File: config.mk
export PLATFORM = sky130hd
export DESIGN_NAME = onchip_mem_arbiter
export DESIGN_NICKNAME = d
export VERILOG_FILES = /design/src/rtl/onchip_mem_arbiter.sv
export SDC_FILE = /design/constraint.sdc
export NUM_CORES = 1
export LEC_CHECK = 0
export CORE_AREA = 4 4 82 84
export CTS_CLUSTER_DIAMETER = 150
export CTS_CLUSTER_SIZE = 28
export DETAILED_ROUTE_END_ITERATION = 7
export DIE_AREA = 0 0 86 88
export DONT_BUFFER_PORTS = 1
export GPL_TIMING_DRIVEN = 0
export HOLD_SLACK_MARGIN = 0.08
export REMOVE_ABC_BUFFERS = 1
export SYNTH_ARGS = -nofsm -noshare
export SYNTH_HDL_FRONTEND = slang
export SYNTH_SLANG_ARGS = --single-unit
File: constraint.sdc
create_clock -name clk -period 1.7 [get_ports clk]
set_clock_uncertainty 0.2 [all_clocks]
set_input_delay 0.17 -clock clk [delete_from_list [all_inputs] [get_ports clk]]
set_output_delay 0.17 -clock clk [all_outputs]
set_load 0.1 [all_outputs]
File: src/rtl/onchip_mem_arbiter.sv
// Two-port round-robin arbiter in front of a single-port on-chip RAM with a fixed one-cycle read return.
// Optional fixed port-0 priority with port-1 starvation guard: define ONCHIP_MEM_ARB_PRIO0_EN.
module onchip_mem_arbiter #(
    parameter int ADDR_W       = 12,
    parameter int DATA_W       = 32,
    parameter int DEPTH        = 3125,
    parameter int STARVE_LIMIT = 8
) (
    input  logic                clk,
    input  logic                reset,
    input  logic [ADDR_W-1:0]   p0_address,
    input  logic                p0_read,
    output logic                p0_waitrequest,
    output logic [DATA_W-1:0]   p0_readdata,
    output logic                p0_readdatavalid,
    input  logic [ADDR_W-1:0]   p1_address,
    input  logic [DATA_W/8-1:0] p1_byteenable,
    input  logic                p1_read,
    input  logic                p1_write,
    input  logic [DATA_W-1:0]   p1_writedata,
    output logic                p1_waitrequest,
    output logic [DATA_W-1:0]   p1_readdata,
    output logic                p1_readdatavalid,
    output logic [ADDR_W-1:0]   mem_address,
    output logic [DATA_W/8-1:0] mem_byteenable,
    output logic                mem_chipselect,
    output logic                mem_write,
    output logic [DATA_W-1:0]   mem_writedata,
    input  logic [DATA_W-1:0]   mem_readdata
);

    localparam logic [ADDR_W:0] DEPTH_W = (ADDR_W+1)'(DEPTH);

    logic              req0, req1, gnt0, gnt1;
    logic              p1_is_rd, rd_gnt, in_range;
    logic [ADDR_W-1:0] gnt_addr;
    logic              rv0_q, rv0_d, rv1_q, rv1_d, oor_q, oor_d;

    assign req0     = p0_read;
    assign req1     = p1_read | p1_write;
    assign p1_is_rd = p1_read & ~p1_write;

`ifdef ONCHIP_MEM_ARB_PRIO0_EN
    localparam int CNT_W = $clog2(STARVE_LIMIT) + 1;

    logic [CNT_W-1:0] starve_cnt_q, starve_cnt_d;
    logic             starved;

    assign starved = (starve_cnt_q == CNT_W'(STARVE_LIMIT - 1));

    always_comb begin
        gnt1         = ~reset & req1 & (~req0 | starved);
        gnt0         = ~reset & req0 & ~gnt1;
        starve_cnt_d = '0;
        if (req1 && !gnt1) begin
            starve_cnt_d = starve_cnt_q + 1'b1;
        end
    end

    always_ff @(posedge clk) begin
        if (reset) begin
            starve_cnt_q <= '0;
        end else begin
            starve_cnt_q <= starve_cnt_d;
        end
    end
`else
    logic last_gnt_q, last_gnt_d;
    logic unused_cfg;

    assign unused_cfg = (STARVE_LIMIT == 0);

    // Under contention the port that did not win last time takes the slot.
    always_comb begin
        gnt0       = ~reset & req0 & (~req1 | last_gnt_q);
        gnt1       = ~reset & req1 & (~req0 | ~last_gnt_q);
        last_gnt_d = last_gnt_q;
        if (gnt0) begin
            last_gnt_d = 1'b0;
        end else if (gnt1) begin
            last_gnt_d = 1'b1;
        end
    end

    always_ff @(posedge clk) begin
        if (reset) begin
            last_gnt_q <= 1'b1;
        end else begin
            last_gnt_q <= last_gnt_d;
        end
    end
`endif

    assign gnt_addr       = gnt0 ? p0_address : p1_address;
    assign in_range       = {1'b0, gnt_addr} < DEPTH_W;
    assign rd_gnt         = gnt0 | (gnt1 & p1_is_rd);
    assign p0_waitrequest = req0 & ~gnt0;
    assign p1_waitrequest = req1 & ~gnt1;

    always_comb begin
        mem_address    = '0;
        mem_byteenable = '0;
        mem_chipselect = 1'b0;
        mem_write      = 1'b0;
        mem_writedata  = '0;
        if (gnt0 || gnt1) begin
            mem_address    = gnt_addr;
            mem_byteenable = gnt0 ? '1 : p1_byteenable;
            mem_chipselect = in_range;
            mem_write      = gnt1 & p1_write & in_range;
            mem_writedata  = p1_writedata;
        end
    end

    // Out-of-range reads are still acknowledged; the flag zeroes their returned data.
    assign rv0_d = gnt0;
    assign rv1_d = gnt1 & p1_is_rd;
    assign oor_d = rd_gnt & ~in_range;

    always_ff @(posedge clk) begin
        if (reset) begin
            rv0_q <= 1'b0;
            rv1_q <= 1'b0;
            oor_q <= 1'b0;
        end else begin
            rv0_q <= rv0_d;
            rv1_q <= rv1_d;
            oor_q <= oor_d;
        end
    end

    assign p0_readdatavalid = rv0_q;
    assign p1_readdatavalid = rv1_q;
    assign p0_readdata      = (rv0_q && !oor_q) ? mem_readdata : '0;
    assign p1_readdata      = (rv1_q && !oor_q) ? mem_readdata : '0;

endmodule

==> results of run 1 <==
[worst min-delay path, stage by stage]
cell and delay [ns]:
nand4b_1 0.13, buf_4 0.12, o21ai_0 0.07
[path summary, 6_finish.rpt]
check	slack (ns)	depth (start not counted)	endpoint
worst max register to register	0.17	5	oor_q
worst max-delay path	-0.53	6	mem_byteenable[1]
worst min register to register	0.38	2	last_gnt_q
worst min-delay path	0.14	3	oor_q
[sequential cells by signal, indices dropped and copies added, names as in the netlist]
register / flops
oor_q: 1
last_gnt_q: 1
p0_readdatavalid: 1
p1_readdatavalid: 1
[final cells by class]
class,instances,area share
Inverter,1,0.00197
Sequential cell,4,0.0478
Multi-Input combinational cell,158,0.746
Clock buffer,3,0.0216
Tap cell,75,0.0491
Timing Repair Buffer,20,0.134
[power by group through the flow]
stage | clock (mW) | sequential [mW] | combinational (mW)
floorplan | 0 | 0.119 | 1.05
global placement | 0 | 0.120 | 1.09
detailed placement | 0 | 0.120 | 1.11
CTS | 0.205 | 0.122 | 1.29
global route | 0.217 | 0.122 | 1.32
finish | 0.196 | 0.121 | 1.30
[logic make-up after synthesis]
group / Yosys count / share of synthesized area
buffers and inverters: 14 / 0.0687
multiplexers: 12 / 0.106
AO/OA/AOI/OAI: 9 / 0.0509
flip-flops: 4 / 0.0709
AND/OR/NAND/NOR: 135 / 0.703
[stage by stage]
step	total power, mW	TNS, ns	hold slack [ns]	area, um^2	utilization
after floorplan	1.17	-122.58	0.0766	1060	-
after global placement	1.21	-161.32	0.0815	1150	0.194
after detailed placement	1.23	-163.79	0.0929	1190	0.201
after CTS	1.62	-20.47	0.0517	1900	0.321
after global routing	1.66	-22.76	0.135	1910	0.322
final	1.61	-18.48	0.136	1910	0.322
[layer usage]
| metal | track usage | wire [um] | vias up |
|---|---|---|---|
| li1 | - | - | 581 |
| met1 | 0.150 | 1990 | 643 |
| met2 | 0.266 | 3220 | 137 |
| met3 | 0.0188 | 609 | 4 |
| met5 | 0 | 0 | - |
| met4 | 0.0331 | 60 | 0 |
[repair_timing]
action                                 in CTS  in global routing
setup endpoints to repair                 118                 84
hold buffers                                7                  0
resized for setup                         207                 15
endpoints found under the hold margin       3                  0
gates cloned                                4                  0
setup buffers                              11                  2
pin swaps                                  69                 15
[cell usage in the layout, fill, tap and decap left out, drive strengths merged, types with 3 or more instances in the layout]
cell and n:
buf 12, mux2i 12, and2 96, dlygate4sd3 5, nor2 23, dfxtp 4
o21ai 3, nor3 4, nor2b 4, clkbuf 4
==> out/results.ini, run 1 <==
[clock_network]
cts_root_buf = clkbuf_8
htree_levels = 1
cts_tree = done
cts_made_buffers = 3
insertion_delay_ns = 0.21
clock_path_buffers = 2
clk_pin_slew_ns = 0.03
cts.sinks = 4

[worst_setup_path]
rr_startpoint = last_gnt_q
critPathSlowestCell = nor2_4
worst_path_dominant_cell_family = simple AND/OR/NAND/NOR gates
startpoint = last_gnt_q
critical-path-max-stage-delay_ns = 0.49
worst_setup_path_start_kind = flip-flop
critPathKind = flip-flop to primary output
end_kind = primary output
crit_required_ns = 1.33
worstPathCellList = o21ba_4 > nor3b_4 > buf_6 > buf_12 > nor2_4 > nor2_4
crit_buf_inv = 2
cpMostUsedCell = nor2_4
cp_max_fo = 7
cp.arrival_ns = 1.86

[sta]
min_period_over_period = 1.31
clock.fmax_ghz = 0.449
setup_viol = 82
rsz0062_at_grt = true
slew_viol_final = 0
slew_headroom = 0.440
tightest_slew_ns = 0.840
worst_slack_ns = -0.526
finalCriticalPeriod_ns = 2.23
hold_viol = 0

[yosys]
synthCells = 174
async_flop_share = 0
synth_common_cells = and2_1, nor2_1, mux2i_1, clkbuf_1
synth_cell_types = 24
synth-main-ff-cell = dfxtp_1
postSynthAreaPerCell_um2 = 6.49
yosysWarnings = 0
synth-edff-count = 0
synth_largest_area_cell = and2_1
synth_top_area_frac = 0.532
synth.most_common_cell = and2_1
ys_seq_elements = 4
synth_area_leaders = and2_1, mux2i_1, nor2_1
netlist_area_um2 = 1130
seq_area_frac_synth = 0.0709

[layout]
diodes = 0
num-fill-cells = 594
area_growth_pct = 69.0
regArea_um2 = 91.3
nets = 285
multiInputGateArea_um2 = 1420
layout-drive-gt1-share = 0.833
final_cells = 261

[grt]
antenna_found_initial = 0
grt_pass1_vias = 1445
grt_max_degree = 34
grt_pass1_wl_um = 7920
grt_usage = 0.135
grt_overflow_total = 0

[power]
leakagePower_nw = 0.764
p_int_mw = 0.473
seqPwrFrac = 0.075
clockPowerShare = 0.122
swShare = 0.707
power_density_nw_per_um2 = 844
switching_power_mw = 1.14
p_comb_frac = 0.803
ir_worst_vdd_mv = 0.352

[run_status]
status = complete, but fails checks
violations = negative setup slack

[floorplanning]
coreArea_um2 = 5920
initial_core_util = 0.191
die_area_um2 = 7570
fp.dieW_um = 86
die_height_um = 88
boundaryPins = 215
rows = 28

[placement]
hpwl_um = 4420
dp_slack_ns = -1.97
place.gp.congestion = 0.806
dp.cells = 236
port_buffers = 0

[detailed_routing]
via_per_inst = 5.23
detail-route-antenna-nets = 0
drtIter0Drc = 15
vias = 1365
drc = 0
wl_per_cell_um = 22.5
routed_wl_um = 5880
dr.pass1.iters = 4

[hold_path]
hold_class = primary input to flip-flop
hp-start = p1_address[10]

[flow_run]
cap_violations = 0

No activity file was read; power rests on OpenSTA's default activity.
==> run 2, diff against run 1 <==
Settings changed: HOLD_SLACK_MARGIN 0.08 to 0.06.
==> out/results.ini, run 2 (synthesis results as in run 1) <==
[worst_setup_path]
crit_buf_inv = 2
critPathSlowestCell = nor2_4
worst_setup_path_start_kind = flip-flop
critPathKind = flip-flop to primary output
critical-path-max-stage-delay_ns = 0.49
worstPathCellList = o21ba_4 > nor3b_4 > buf_6 > buf_12 > nor2_4 > nor2_4
r2r-end = oor_q
end_kind = primary output
crit_required_ns = 1.33
cp.arrival_ns = 1.84
worst_path_dominant_cell_family = simple AND/OR/NAND/NOR gates
cpMostUsedCell = nor2_4
cp_max_fo = 7
worst_r2r_path_depth = 5
rrSetupSlack_ns = 0.19
rr_startpoint = last_gnt_q

[layout]
nets = 285
layout_commonest_cell = and2_4
layout-drive-gt1-share = 0.833
final_cell_mix = and2_4, and2_2, nor2_4
diodes = 0
area_growth_pct = 68.8
final_area_um2 = 1910
utilization = 0.322

[hold_path]
hp-start = p0_read
hold_path_depth = 3
hold_class = primary input to flip-flop
min_to = p1_readdatavalid

[grt]
grt_usage = 0.135
grt_pass1_vias = 1447
grt_pass1_wl_um = 7910
grt_max_degree = 34
grt_overflow_total = 0
antenna_found_initial = 0

[floorplanning]
die_height_um = 88
die_area_um2 = 7570
boundaryPins = 215
initial_core_util = 0.191
coreArea_um2 = 5920
rows = 28
fp.dieW_um = 86

[power]
p_total_mw = 1.61
leakagePower_nw = 0.755
ir_worst_vdd_mv = 0.352
power_density_nw_per_um2 = 845

[placement]
hpwl_um = 4420
place.gp.congestion = 0.806
port_buffers = 0
dp_slack_ns = -1.97
placed_area_um2 = 1190

[sta]
min_period_over_period = 1.30
tightest_slew_ns = 0.840
rsz0062_at_grt = true
worst_slack_ns = -0.508
setup_viol = 82
slew_viol_final = 0
hold_viol = 0
setup-tns-final_ns = -18.16
finalCriticalPeriod_ns = 2.21
clock.fmax_ghz = 0.453
slew_headroom = 0.440

[detailed_routing]
drtIter0Drc = 10
detail-route-antenna-nets = 0
drc = 0
wl_per_cell_um = 22.5
via_per_inst = 5.22
routed_wl_um = 5870
dr.pass1.iters = 4
vias = 1362

[clock_network]
cts.sinks = 4
clk_pin_slew_ns = 0.03
cts_tree = done
insertion_delay_ns = 0.21
clock_path_buffers = 2
holdBufCountCts = 7
cts_made_buffers = 3
cts_root_buf = clkbuf_8
htree_levels = 1

[run_status]
violations = negative setup slack
status = complete, but fails checks

[flow_run]
cap_violations = 0

[run 2: layout make-up]
type / count / area (um^2)
tap: 75 / 93.8
sequential: 4 / 91.3
inverter: 1 / 3.75
clock buffer: 3 / 41.3
multi-input combinational: 158 / 1420
timing repair buffer: 20 / 253
fill: 593 / 4010
[run 2: per-layer routing]
| layer | part of all wire | global-route usage | wire (um) | up-vias |
|---|---|---|---|---|
| met5 | 0 | 0 | 0 | - |
| met4 | 0.014 | 0.0374 | 81 | 0 |
| met3 | 0.11 | 0.0188 | 624 | 6 |
| met2 | 0.54 | 0.263 | 3200 | 139 |
| met1 | 0.34 | 0.150 | 1970 | 638 |
| li1 | - | - | - | 579 |
[run 2: worst max path at each step]
stage	slack, ns	from	cells past startpoint	end
floorplan	-1.56	last_gnt_q	4	mem_address[0]
global placement	-1.87	last_gnt_q	4	mem_address[2]
detailed placement	-1.97	p1_readdatavalid	2	p1_readdata[25]
CTS	-0.52	last_gnt_q	5	mem_address[8]
global route	-0.60	last_gnt_q	6	mem_byteenable[1]
finish	-0.51	last_gnt_q	6	mem_byteenable[1]
[run 2: stage by stage]
stage          instances  hold WS [ns]
5_1_grt              261        0.0392
2_1_floorplan        161        0.0766
4_1_cts              261        0.0517
6_report             261        0.0287
3_3_place_gp         236        0.0815
3_5_place_dp         236        0.0929
[run 2: tightest hold or removal path: cells and delay by family]
| kind | cells | cell delay, ns |
|---|---|---|
| AOI/OAI and AO/OA | 1 | 0.07 |
| buffers and inverters | 1 | 0.05 |
| and+or+nand+nor | 1 | 0.11 |
[run 2: power by group]
| group | total, mW | internal (mW) | switching, mW |
|---|---|---|---|
| clock network | 0.196 | 0.151 | 0.0454 |
| logic | 1.29 | 0.224 | 1.07 |
| registers | 0.121 | 0.0976 | 0.0236 |
[run 2: timing repair]
| item | CTS | global route |
|---|---|---|
| gates resized for setup | 207 | 14 |
| setup buffers | 11 | 2 |
| endpoints found under the hold margin | 3 | 1 |
| gates cloned | 4 | 0 |
| setup endpoints to repair | 118 | 84 |
| pin swaps | 69 | 15 |
